--- config.mk ---
export PLATFORM = sky130hd
export DESIGN_NAME = seg_scan_driver
export DESIGN_NICKNAME = d
export VERILOG_FILES = /design/src/rtl/seg_scan_driver.sv
export SDC_FILE = /design/constraint.sdc
export NUM_CORES = 1
export LEC_CHECK = 0
export ABC_AREA = 0
export BUFFER_PORTS_ARGS = -buffer_cell sky130_fd_sc_hd__buf_4
export CAP_MARGIN = 20
export CORE_MARGIN = 1.5
export CORE_UTILIZATION = 48
export CTS_BUF_LIST = sky130_fd_sc_hd__clkbuf_16
export CTS_CLUSTER_DIAMETER = 200
export CTS_CLUSTER_SIZE = 25
export DETAILED_ROUTE_END_ITERATION = 8
export PLACE_DENSITY_LB_ADDON = 0.3
export SLEW_MARGIN = 25
export SYNTH_ARGS = -nofsm -noshare
export SYNTH_HDL_FRONTEND = slang
export SYNTH_SLANG_ARGS = --single-unit
export TNS_END_PERCENT = 100
--- constraint.sdc ---
create_clock -name clock -period 2.55 [get_ports clock]
set_clock_uncertainty 0.1 [all_clocks]
set_input_delay 0.255 -clock clock [delete_from_list [all_inputs] [get_ports clock]]
set_output_delay 0.255 -clock clock [all_outputs]
set_load 0.03 [all_outputs]
--- src/rtl/seg_scan_driver.sv ---
// seg_scan_driver: time-multiplexed 7-segment scan driver with PWM
// brightness, per-digit enable, decimal points and frame-synchronous blink.
// One digit slot lasts 16*DWELL_MUL clocks; every slot is always visited,
// so a frame is exactly NDIGITS slots long.
module seg_scan_driver #(
  parameter int NDIGITS      = 8,
  parameter int DWELL_MUL    = 1,
  parameter int BLINK_FRAMES = 64
) (
  input  logic                   clock,
  input  logic                   rst,
  input  logic [4*NDIGITS-1:0]   digit_val,
  input  logic [NDIGITS-1:0]     dot,
  input  logic [NDIGITS-1:0]     en,
  input  logic [NDIGITS-1:0]     blink,
  input  logic [3:0]             brightness,
  output logic [NDIGITS-1:0]     AN,
  output logic [7:0]             HEX,
  output logic                   frame_start
);

  localparam int DWELL = 16 * DWELL_MUL;
  localparam int CW    = $clog2(DWELL);
  localparam int SW    = (NDIGITS > 1) ? $clog2(NDIGITS) : 1;
  localparam int FW    = (BLINK_FRAMES > 1) ? $clog2(BLINK_FRAMES) : 1;

  localparam logic [CW-1:0] CNT_LAST  = CW'(DWELL - 1);
  localparam logic [SW-1:0] SEL_LAST  = SW'(NDIGITS - 1);
  localparam logic [FW-1:0] FCNT_LAST = FW'(BLINK_FRAMES - 1);
  localparam logic [CW-1:0] MUL_CW    = CW'(DWELL_MUL);

  logic [SW-1:0]      sel_q, sel_d;
  logic [CW-1:0]      cnt_q, cnt_d;
  logic [FW-1:0]      fcnt_q, fcnt_d;
  logic               blink_off_q, blink_off_d;
  logic [NDIGITS-1:0] an_q, an_d;
  logic [7:0]         hex_q, hex_d;
  logic               frame_start_q, frame_start_d;

  logic               slotEnd;
  logic               frameEnd;
  logic [CW-1:0]      phase;
  logic [3:0]         nibble;
  logic               lit;

  // Active-low segment patterns, bit order g..a.
  function automatic logic [6:0] decode(input logic [3:0] v);
    logic [6:0] seg;
    case (v)
      4'h0: seg = 7'b1000000;
      4'h1: seg = 7'b1111001;
      4'h2: seg = 7'b0100100;
      4'h3: seg = 7'b0110000;
      4'h4: seg = 7'b0011001;
      4'h5: seg = 7'b0010010;
      4'h6: seg = 7'b0000010;
      4'h7: seg = 7'b1111000;
      4'h8: seg = 7'b0000000;
      4'h9: seg = 7'b0010000;
      4'hA: seg = 7'b0001000;
      4'hB: seg = 7'b0000011;
      4'hC: seg = 7'b1000110;
      4'hD: seg = 7'b0100001;
      4'hE: seg = 7'b0000110;
      default: seg = 7'b0001110;
    endcase
    return seg;
  endfunction

  // Scan position: clock within slot, digit within frame, frame within blink half-period.
  always_comb begin
    cnt_d       = cnt_q + CW'(1);
    sel_d       = sel_q;
    fcnt_d      = fcnt_q;
    blink_off_d = blink_off_q;
    slotEnd     = (cnt_q == CNT_LAST);
    frameEnd    = slotEnd && (sel_q == SEL_LAST);
    if (slotEnd) begin
      cnt_d = '0;
      sel_d = (sel_q == SEL_LAST) ? '0 : sel_q + SW'(1);
    end
    if (frameEnd) begin
      if (fcnt_q == FCNT_LAST) begin
        fcnt_d      = '0;
        blink_off_d = ~blink_off_q;
      end else begin
        fcnt_d = fcnt_q + FW'(1);
      end
    end
  end

  // Output decision from the pre-edge scan state; the first clock of each slot stays dark to avoid ghosting.
  always_comb begin
    an_d          = '1;
    hex_d         = 8'hFF;
    phase         = cnt_q / MUL_CW;
    nibble        = digit_val[4*sel_q +: 4];
    lit           = (cnt_q != '0) && (phase <= CW'(brightness)) && en[sel_q] &&
                    !(blink[sel_q] && blink_off_q);
    frame_start_d = (sel_q == '0) && (cnt_q == '0);
    if (lit) begin
      an_d[sel_q] = 1'b0;
      hex_d       = {~dot[sel_q], decode(nibble)};
    end
  end

  // State and registered outputs; reset may land at any point in a slot.
  always_ff @(posedge clock) begin
    if (!rst) begin
      sel_q         <= '0;
      cnt_q         <= '0;
      fcnt_q        <= '0;
      blink_off_q   <= 1'b0;
      an_q          <= '1;
      hex_q         <= 8'hFF;
      frame_start_q <= 1'b0;
    end else begin
      sel_q         <= sel_d;
      cnt_q         <= cnt_d;
      fcnt_q        <= fcnt_d;
      blink_off_q   <= blink_off_d;
      an_q          <= an_d;
      hex_q         <= hex_d;
      frame_start_q <= frame_start_d;
    end
  end

  assign AN          = an_q;
  assign HEX         = hex_q;
  assign frame_start = frame_start_q;

endmodule

==> run metrics <==
status completed; placed cell areas about 0.0026 mm^2; CP arrival between 2 and 2.5 ns; placed cells 325; Fmax roughly 0.45 GHz; Area Overhead vs Synth 40.5%; via count approximately 1800; clock-pin slew on the worst setup and hold paths 0.05 ns; worst skew pair latency 0.27 ns; crit path capture HEX[3]; Synth top area share ~32%; initial antenna violation count 0; reg2reg end HEX[3]; Worst Max-Slew Pin Slew between 0.5 and 0.6 ns; first-pass GRT wire length between 7000 and 8000 um; Final Max Tran Viols 0; count of cell types in the netlist between 40 and 50; Via density 5.36; Seq/Total Area, Yosys roughly 32%; Final period util 87.6%; FP Rows 22; share of cells above drive strength 1 approximately 38%; Initial DRT Pass Iterations 4; grt ovf 0; drc violations 0; Hold Path Class primary input to flip-flop; Root Buffer clkbuf_16; static leakage 1.24 nW; Final Wtd Congestion 0.866; CTS tree built; Hold Fails Final Rpt 0; unrepaired setup endpoints after global routing no; min Tclk post-route 2.23 ns; Worst Reg-to-Reg Cells 9; Final setup viols 0; Reg-to-Reg Start sel_q[0]; predominant post-synthesis flop cell dfxtp_1; relative slew slack between 60 and 70%; die area ~0.0044 mm^2; critical path's top delay family compound AO/OA/AOI/OAI gates; IO Pins 79; final hold slack around 0.2 ns; most frequent CP cell buf_4; Critical Path Source sel_q[0]; mean area per synthesized cell approximately 9.6 um^2; main area contributors after synthesis dfxtp_1 (32%), ha_1 (10%), mux4_2 (7.0%); Worst setup EP type flip-flop; number of setup buffers added after CTS 0; fin area roughly 0.0027 mm^2; critical path startpoint category flip-flop; cells after synthesis 201; slowest CP cell dfxtp_1; number of synthesized flops with an enable pin 0; Final Non-Filler Cells 333; CP Depth 9; number of diodes 0; Num CTS Buffers 5; setup TNS 0 ns; routed length per instance between 10 and 15 um; Tot Pwr about 0.0013 W; core footprint 0.00377 mm^2; Die Y about 66 um; port bufs 78; required time worst endpoint 2.61 ns; Detailed Route WL ~4500 um; Synth area leader dfxtp_1; async set or reset register ratio after synthesis 0%; Yosys reg bits 31; worst reg-to-reg setup slack 0.32 ns; H-tree levels 2; CP max stage delay 0.34 ns; hpwl dp about 3500 um; Max FO, Critical Path 22; Hold Startpoint rst; largest net degree at the start of global routing 23; critical-path cell list buf_4 > mux2i_1 > o21ai_0 > a22oi_2 > buf_4 > ha_1 > nor2_1 > a211oi_1 > o21ai_2; clk buf depth 2; Post-CTS Hold Buffers 0; max_cap viols 0; Nets between 300 and 400; Num Clock Sinks 31; pwr dens ~470 mW/mm^2; initial detailed-routing violation count slightly above 60; CP Class flip-flop to flip-flop; vias in the first global route 1601; Die Wd roughly 66 um; Post-Syn Area just under 0.002 mm^2; syn nets approximately 280; Total Routing Usage GR 21.9%; YS warnings 0; CP bufs+invs 2; Worst VDD drop around 0.3 mV; Initial Util roughly 51%; Final ANT Viol Nets 0; Post-CTS Resized 0
## flip-flops by register name (all words and copies together) (netlist names)
name / count
AN: 8
fcnt_q: 6
HEX: 8
blink_off_q: 1
frame_start: 1
sel_q: 3
cnt_q: 4
## per-layer routing
layer	wire length, um	GRT usage [%]	up-vias
met4	65	9.18	0
met2	2070	34.0	84
met3	372	5.11	6
met5	0	0	-
li1	-	-	893
met1	2020	29.1	802
## placed cells by master (no fill, tap or decap), types with 2 or more instances in the layout
| cell | n |
|---|---|
| a31oi_1 | 3 |
| xor2_1 | 4 |
| a211oi_1 | 2 |
| nor2_1 | 12 |
| clkbuf_16 | 5 |
| mux4_1 | 2 |
| nor3_1 | 4 |
| nor2b_1 | 4 |
| o21ai_0 | 4 |
| dfxtp_1 | 31 |
| nand2_1 | 13 |
| o22ai_1 | 2 |
| o211ai_1 | 3 |
| inv_1 | 15 |
| a21oi_1 | 3 |
| xnor2_1 | 3 |
| and3_1 | 4 |
| mux2i_1 | 11 |
| nand3_1 | 12 |
| nand4_1 | 3 |
| o22a_1 | 2 |
| buf_4 | 87 |
| ha_1 | 16 |
| mux4_2 | 6 |
| and2_1 | 5 |
| o221ai_1 | 5 |
| o21a_1 | 4 |
| nand2b_1 | 2 |
## cells by family (layout without fill, tap and decap cells)
logic type | Yosys count | count (layout) | synth area share, %
flops | 31 | 31 | 32.1
buf+inv | 26 | 110 | 6.48
simple gates | 65 | 65 | 17.4
xor+xnor | 7 | 7 | 3.17
fa+ha+maj | 16 | 16 | 10.4
mux | 21 | 21 | 17.2
compound gates | 35 | 35 | 13.3
## Yosys cell counts (2+ instances only)
cell type and instances:
mux2i_1 11, mux4_2 6, nor2_1 12, inv_1 13, xor2_1 4, mux4_1 2
nor3_1 4, dfxtp_1 31, ha_1 16, and2_1 5, nand3_1 12, and3_1 4
a21oi_1 3, xnor2_1 3, a31oi_1 3, clkbuf_1 3, o21ai_0 4, o22a_1 2
o221ai_1 5, nand2b_1 2, o211ai_1 3, o21a_1 4, o22ai_1 2, nand2_1 13
buf_2 4, a211oi_1 2, nor2b_1 4, nand4_1 3
## how the worst min path moves through the flow
stage / endpoint / slack, ns / cells after the start
floorplan: cnt_q[1] / 0.30 / 1
global route: sel_q[0] / 0.19 / 2
CTS: sel_q[0] / 0.19 / 2
detailed placement: fcnt_q[5] / 0.41 / 2
finish: sel_q[0] / 0.19 / 2
global placement: fcnt_q[5] / 0.41 / 2
## where the power goes
part	switching [W]	internal, W	leakage [nW]
Clock	0.000198	0.000351	0.0762
Combinational	0.0000924	0.000121	0.914
Sequential	0.00000723	0.000499	0.252
## through the flow
step                      setup slack [ns]  util, %
after floorplan                      0.282        -
after global placement               0.362     68.3
after detailed placement             0.358     68.3
after CTS                            0.332     72.0
after global routing                 0.172     72.0
final                                0.316     72.0
## layout make-up
| class | instances | area (um^2) |
|---|---|---|
| sequential | 31 | 621 |
| inverter | 15 | 56.3 |
| clock buffer | 5 | 125 |
| tap | 48 | 60.1 |
| multi-input combinational | 144 | 1190 |
| clock inverter | 3 | 12.5 |
| timing repair buffer | 87 | 653 |
| fill | 284 | 1060 |
No activity file was read; power rests on OpenSTA's default activity.
